$ cat config.mk
export PLATFORM = sky130hd
export DESIGN_NAME = cla_seq_adder
export DESIGN_NICKNAME = d
export VERILOG_FILES = /design/src/rtl/cla_seq_adder.sv
export SDC_FILE = /design/constraint.sdc
export NUM_CORES = 1
export LEC_CHECK = 0
export CAP_MARGIN = 0
export CORE_MARGIN = 8
export CORE_UTILIZATION = 50
export DETAILED_ROUTE_END_ITERATION = 8
export PLACE_DENSITY = 0.82
export SYNTH_ARGS = -nofsm -noshare
export SYNTH_HDL_FRONTEND = slang
export SYNTH_SLANG_ARGS = --single-unit
export TNS_END_PERCENT = 1
$ cat constraint.sdc
create_clock -name clk -period 4.55 [get_ports clk]
set_input_delay 0.91 -clock clk [delete_from_list [all_inputs] [get_ports clk]]
set_output_delay 0.91 -clock clk [all_outputs]
set_load 0.05 [all_outputs]
$ cat src/rtl/cla_seq_adder.sv
// Multi-cycle adder: one 4-bit carry-lookahead nibble per clock, LS nibble first.
// Optional subtract mode (port `sub`) is enabled by defining CLA_SUB_EN.
module cla_seq_adder #(
    parameter int unsigned WIDTH = 32
) (
    input  logic             clk,
    input  logic             rst,
    input  logic             start,
    input  logic [WIDTH-1:0] A,
    input  logic [WIDTH-1:0] B,
    input  logic             Cin,
`ifdef CLA_SUB_EN
    input  logic             sub,
`endif
    output logic [WIDTH-1:0] Sum,
    output logic             Cout,
    output logic             Ovf,
    output logic             Zero,
    output logic             busy,
    output logic             done
);

    localparam int unsigned NIB = WIDTH / 4;
    localparam int unsigned IW  = (NIB > 1) ? $clog2(NIB) : 1;

    typedef enum logic [1:0] {
        IDLE = 2'd0,
        RUN  = 2'd1,
        DONE = 2'd2
    } state_t;

    state_t         state;
    state_t         state_nx;
    logic [WIDTH-1:0] a_q;
    logic [WIDTH-1:0] b_q;
    logic           c;
    logic [IW-1:0]  idx;

    logic           accept;
    logic           last;
    logic [3:0]     a_nib;
    logic [3:0]     b_nib;
    logic [3:0]     g;
    logic [3:0]     p;
    logic [3:0]     cl;
    logic [3:0]     s_nib;

    // State register
    always_ff @(posedge clk or posedge rst) begin
        if (rst) begin
            state <= IDLE;
        end else begin
            state <= state_nx;
        end
    end

    // Next state plus the lookahead datapath for the current nibble
    always_comb begin
        state_nx = state;
        accept   = 1'b0;
        last     = (idx == IW'(NIB - 1));
        a_nib    = 4'(a_q >> {idx, 2'b00});
        b_nib    = 4'(b_q >> {idx, 2'b00});
        g        = a_nib & b_nib;
        p        = a_nib ^ b_nib;

        cl[0] = g[0] | (p[0] & c);
        cl[1] = g[1] | (p[1] & g[0]) | (p[1] & p[0] & c);
        cl[2] = g[2] | (p[2] & g[1]) | (p[2] & p[1] & g[0]) | (p[2] & p[1] & p[0] & c);
        cl[3] = g[3] | (p[3] & g[2]) | (p[3] & p[2] & g[1]) | (p[3] & p[2] & p[1] & g[0])
              | (p[3] & p[2] & p[1] & p[0] & c);
        s_nib = p ^ {cl[2:0], c};

        case (state)
            IDLE: begin
                if (start) begin
                    accept   = 1'b1;
                    state_nx = RUN;
                end
            end
            RUN: begin
                if (last) begin
                    state_nx = DONE;
                end
            end
            DONE: begin
                if (start) begin
                    accept   = 1'b1;
                    state_nx = RUN;
                end else begin
                    state_nx = IDLE;
                end
            end
            default: state_nx = IDLE;
        endcase
    end

    // Operand capture, per-nibble accumulation and registered flags
    always_ff @(posedge clk or posedge rst) begin
        if (rst) begin
            a_q  <= '0;
            b_q  <= '0;
            c    <= 1'b0;
            idx  <= '0;
            Sum  <= '0;
            Cout <= 1'b0;
            Ovf  <= 1'b0;
            Zero <= 1'b0;
            busy <= 1'b0;
            done <= 1'b0;
        end else begin
            busy <= (state_nx == RUN);
            done <= (state == DONE);

            if (accept) begin
                a_q <= A;
                idx <= '0;
`ifdef CLA_SUB_EN
                b_q <= sub ? ~B : B;
                c   <= sub ? 1'b1 : Cin;
`else
                b_q <= B;
                c   <= Cin;
`endif
            end else if (state == RUN) begin
                c <= cl[3];
                for (int unsigned k = 0; k < NIB; k++) begin
                    if (idx == IW'(k)) begin
                        Sum[4*k +: 4] <= s_nib;
                    end
                end
                if (last) begin
                    Cout <= cl[3];
                    Ovf  <= cl[3] ^ cl[2];
                end else begin
                    idx <= idx + IW'(1);
                end
            end

            // Sum is complete once RUN has finished
            if (state == DONE) begin
                Zero <= (Sum == '0);
            end
        end
    end

endmodule
# ---- After elaboration in Yosys (flattened, before gate mapping)
# Index checks and enable logic that the tools add are counted.
dict set report classes {
  add_sub_neg 1
  n_eq_ne 11
  n_shift 2
  muxes 11
  bitwise_logic 31
  reduce_logical 14
}
# op count
set ops {}
lappend ops {{right shift 32 x 5 -> 4 bit} 2}
lappend ops {{zero test 32 bit} 1}
lappend ops {{AND reduction 3 bit} 8}
lappend ops {{bitwise AND 1 bit} 16}
lappend ops {{equality test 3 bit (second input constant)} 4}
lappend ops {{OR 1 bit} 10}
lappend ops {{two-way mux 3 bit} 3}
lappend ops {{XOR 4 bit} 2}
lappend ops {{equality test 3 x 2 -> 1 bit (second input constant)} 2}
lappend ops {{one-hot mux 2 bit (3 select lines)} 1}
lappend ops {{two-way mux 1 bit} 5}
lappend ops {{bitwise AND 4 bit} 1}
lappend ops {{equality test 2 x 1 -> 1 bit (second input constant)} 2}
lappend ops {{two-way mux 2 bit} 2}
lappend ops {{adder 3 x 1 -> 3 bit (second input constant)} 1}
lappend ops {{equality test 3 x 1 -> 1 bit (second input constant)} 1}
lappend ops {{zero test 3 bit} 1}
lappend ops {{equality test 2 bit (second input constant)} 1}
lappend ops {{zero test 2 bit} 1}
lappend ops {{!= test 2 bit (second input constant)} 1}
lappend ops {{AND reduction 2 bit} 1}
lappend ops {{nonzero test 2 bit} 1}
lappend ops {{OR reduction 2 bit} 1}
lappend ops {{inverter 1 bit} 1}
lappend ops {{XOR 1 bit} 1}
dict set report totals {
  reg_bits 107
  inputBits 68
  out_inout_bits 37
  wordCells 88
}

# ---- Logic depth before layout (Yosys ltp)
dict set report depth {
  word_depth 9
  depth_mapped 11
  ltp_nobuf 9
}

# ---- Least setup slack after synthesis
# OpenSTA, ideal clock, no wires.
dict set report synth_path {
  path_type {reg2reg}
  start {reg idx[1]}
  end {reg Sum[10]}
  setup_ns 0.139
  arrival_ns 2.327
  t_required_ns 4.411
  path_slack_ns 2.085
  path_stages_with_launch 11
  n_path_buf 1
  synth_period_minus_slack_ns 2.465
  cell_sequence {dfrtp_1 > buf_2 > mux4_2 > nand2_1 > and2_2 > inv_2 > ha_1 > a21o_1 > a21oi_2 > xor2_1 > o21ai_0}
}
dict set report synth_between {
  elab_chain_len 6
  word_cells_on_any_way 12
  cone_classes {eq/ne: 1; shift: 2; bitwise: 8; reduce/logical: 1}
}
# item line
set synth_rtl {}
lappend synth_rtl {{start, declared} 37} ;# logic [IW-1:0] idx;
lappend synth_rtl {{start signal, assigned} 136} ;# idx <= idx + IW'(1);
lappend synth_rtl {{right shift 32 x 5 -> 4 bit (on tied branches)} {62, 63}}
lappend synth_rtl {{XOR 4 bit or bitwise AND 4 bit (tied branches)} {65, 64}}
lappend synth_rtl {{bitwise AND 1 bit} 68} ;# cl[1] = g[1] | (p[1] & g[0]) | (p[1] & p[0] & c);
lappend synth_rtl {{OR 1 bit or bitwise AND 1 bit (tied branches)} 68}
lappend synth_rtl {{OR 1 bit} 68}
lappend synth_rtl {{XOR 4 bit} 72} ;# s_nib = p ^ {cl[2:0], c};
lappend synth_rtl {{end signal, assigned by index} 129} ;# Sum[4*k +: 4] <= s_nib;
lappend synth_rtl {{end, declared} 15} ;# output logic [WIDTH-1:0] Sum,
# Several ways; a longest one is shown, not always the timed one.
# A chain may end at the register's enable or synchronous reset.

# ---- Final worst setup path
dict set report layout_path {
  start {reg idx[0]}
  end {reg Sum[14]}
}
# Same word-level chain as after synthesis.

==> results.json <==
{
  "num_antenna_cells": 0,
  "crit_path_start_kind": "flop",
  "drtPass1Iterations": 4,
  "cts_setup_buffers": 0,
  "rows": 36,
  "clkPwrFrac_pct": 10.7,
  "seqPwrFrac_pct": 34.1,
  "final_cell_mix": "dfrtp_1, clkdlybuf4s50_1, nand2_1",
  "cts_resized": 0,
  "p_leak_nw": 2.67,
  "drc": 0,
  "gr-total-overflow": 0,
  "ioPinCount": 105,
  "postCtsHoldBufs": 0,
  "slew_headroom_pct": 44.0,
  "grt_antenna_before_repair": 0,
  "clkTransAtPathRegs_ns": 0.10,
  "worst-endpoint-required_ns": 4.79,
  "hold_viol_final": 0,
  "clock-sinks": 107,
  "critPathSlowestCell": "dfrtp_1",
  "grt_pass1_wl_mm": 18.1,
  "path_cells": "buf_4 -> mux4_2 -> nand2_1 -> and2_2 -> inv_2 -> ha_1 -> a21o_1 -> a21oi_2 -> xor2_1 -> o21ai_0",
  "stdcell_count": 602,
  "avgSynthCellArea_um2": 13.5,
  "nets": 543,
  "switching_share_pct": 44.4,
  "synth.ff_latch_count": 107,
  "outcome": "finished clean",
  "max_stage_delay_ns": 0.70,
  "viasPerCell": 5.27,
  "area_growth_syn_to_layout_pct": 26.7,
  "setup_ws_ns": 1.35,
  "power_density_nw_per_um2": 848,
  "finClkSkew_ns": 0.0125,
  "p_sw_w": 0.00232,
  "tightest_slew_ns": 0.841,
  "track_usage_pct": 17.6,
  "maxCapViolations": 0,
  "min_period_over_period_pct": 70.3,
  "endpoint_kind": "flop",
  "synth-seq-area-share_pct": 55.0,
  "drt-total-wl_mm": 10.8,
  "cts_made_buffers": 9,
  "grt_setup_unrepaired": "false",
  "worstPathMaxFanout": 11,
  "io_buffers": 104,
  "syn_inst": 360,
  "cts_max_level": 3,
  "cts_tree": "done",
  "start_util_pct": 50.8,
  "dpl.cell_count": 586,
  "nFillCells": 751,
  "min_path_type": "reg2reg",
  "vdd_ir_drop_max_mv": 0.408,
  "hpwl_mm": 8.32,
  "yosysUniqueCellTypes": 36,
  "gp_congestion": 0.787,
  "p_comb_share_pct": 55.3,
  "arrival_ns": 3.44,
  "cts-root-buf": "clkbuf_8",
  "die_h_um": 115,
  "grt_max_degree": 62,
  "fin_setup_tns_ns": 0,
  "vias": 3172,
  "die_area_um2": 13200,
  "yosys_warnings": 0,
  "drv_slew": 0,
  "finalSetupViolCount": 0,
  "drive_gt1_share_pct": 22.0,
  "clkLatencyLatePin_ns": 0.37,
  "cts.path.max_buffers": 2,
  "p_int_w": 0.00291,
  "total_power_w": 0.00523,
  "syn_area_um2": 4870,
  "fmaxAchievable_ghz": 0.313,
  "layout_min_cycle_time_ns": 3.20,
  "initialDrtViolationCount": 172,
  "syn-num-nets": 439,
  "postRouteAntennaNets": 0,
  "die_w_um": 115,
  "grt_pass1_vias": 3510,
  "post-place-ws_ns": 1.32,
  "final_common_cell": "dfrtp_1",
  "path_class": "reg2reg",
  "core-area_um2": 9590,
  "wl_per_cell_um": 18.0
}
cells in the mapped netlist (all sizes together):
master  count  area share, %
mux4       16            7.9
inv         9           0.69
buf        15            2.6
nor4        8            1.0
fa          1           0.41
and2b       1           0.15
clkinv      1          0.077
a21o        2           0.31
dfrtp     107             55
nor2        3           0.23
xnor2       1           0.33
a31oi       1           0.44
nand2      57            4.4
nor3        1           0.10
and2        2           0.31
xor2        2           0.36
nand4       2           0.26
o21ba       1           0.21
o22ai       2           0.26
o21ai      34            3.5
mux2       65             16
nor2b       3           0.54
mux2i       1           0.21
ha         10            2.6
or3         1           0.13
a21oi       4           0.49
nand2b      4           0.51
nand3       6           0.62
area by class of cell:
class | instances | area, um^2 | area share [%]
timing repair buffer | 108 | 1070 | 17.4
multi-input combinational | 228 | 2030 | 32.9
clock inverter | 4 | 32.5 | 0.527
clock buffer | 12 | 155 | 2.51
sequential | 107 | 2680 | 43.4
tap | 133 | 166 | 2.70
inverter | 10 | 40.0 | 0.649
flip-flops by register name (all words and copies together), names as in the netlist:
name	count
Zero	1
a_q	32
idx	3
Ovf	1
state	2
b_q	32
done	1
Cout	1
Sum	32
busy	1
c	1
logic make-up (layout without fill, tap and decap cells):
family	Yosys count	in the layout	share of synthesized area [%]
AOI/OAI and AO/OA	44	44	5.19
muxes	82	82	24.5
buffers and inverters	25	134	3.39
xor gates and xnor gates	3	3	0.694
and+or+nand+nor	88	88	8.27
DFF	107	107	55.0
adders and majority gates	11	11	2.98
metal layers:
metal	global-route usage (%)	up-vias	part of all wire [%]
met5	0	-	0
met4	5.52	0	1.2
met2	28.1	96	49
met1	23.0	1572	44
li1	-	1490	-
met3	4.43	14	6.2
through the flow:
stage / hold slack [ns] / instance area (um^2) / utilization, %
5_1_grt: 0.523 / 6170 / 64.3
2_1_floorplan: 0.472 / 4870 / -
3_5_place_dp: 0.490 / 5980 / 62.4
3_3_place_gp: 0.482 / 5980 / 62.4
6_report: 0.508 / 6170 / 64.3
4_1_cts: 0.512 / 6170 / 64.3
power groups by stage:
stage / clock network [W] / registers, W / logic (W)
2_1_floorplan: 0 / 0.00213 / 0.00176
3_3_place_gp: 0 / 0.00178 / 0.00280
3_5_place_dp: 0 / 0.00180 / 0.00291
4_1_cts: 0.000567 / 0.00178 / 0.00291
5_1_grt: 0.000609 / 0.00185 / 0.00314
6_report: 0.000559 / 0.00178 / 0.00289
critical path, delay by kind of cell, from the launching register on:
kind,cells,cell delay (ns)
fa+ha+maj,1,0.26
buf+inv,2,0.34
xor+xnor,1,0.45
flops,1,0.70
mux,1,0.51
compound gates,3,0.54
simple gates,2,0.25
worst paths after layout:
check | start | end | slack [ns] | cells after the start
max in group asynchronous | rst | Sum[9] | 2.64 | 3
hold reg to reg | a_q[7] | a_q[7] | 0.51 | 1
hold / removal | a_q[7] | a_q[7] | 0.51 | 1
setup reg to reg | idx[0] | Sum[14] | 1.35 | 10
setup / recovery | idx[0] | Sum[14] | 1.35 | 10
min in group asynchronous | rst | Sum[16] | 0.98 | 2
Power figures use the tool's default switching activity.
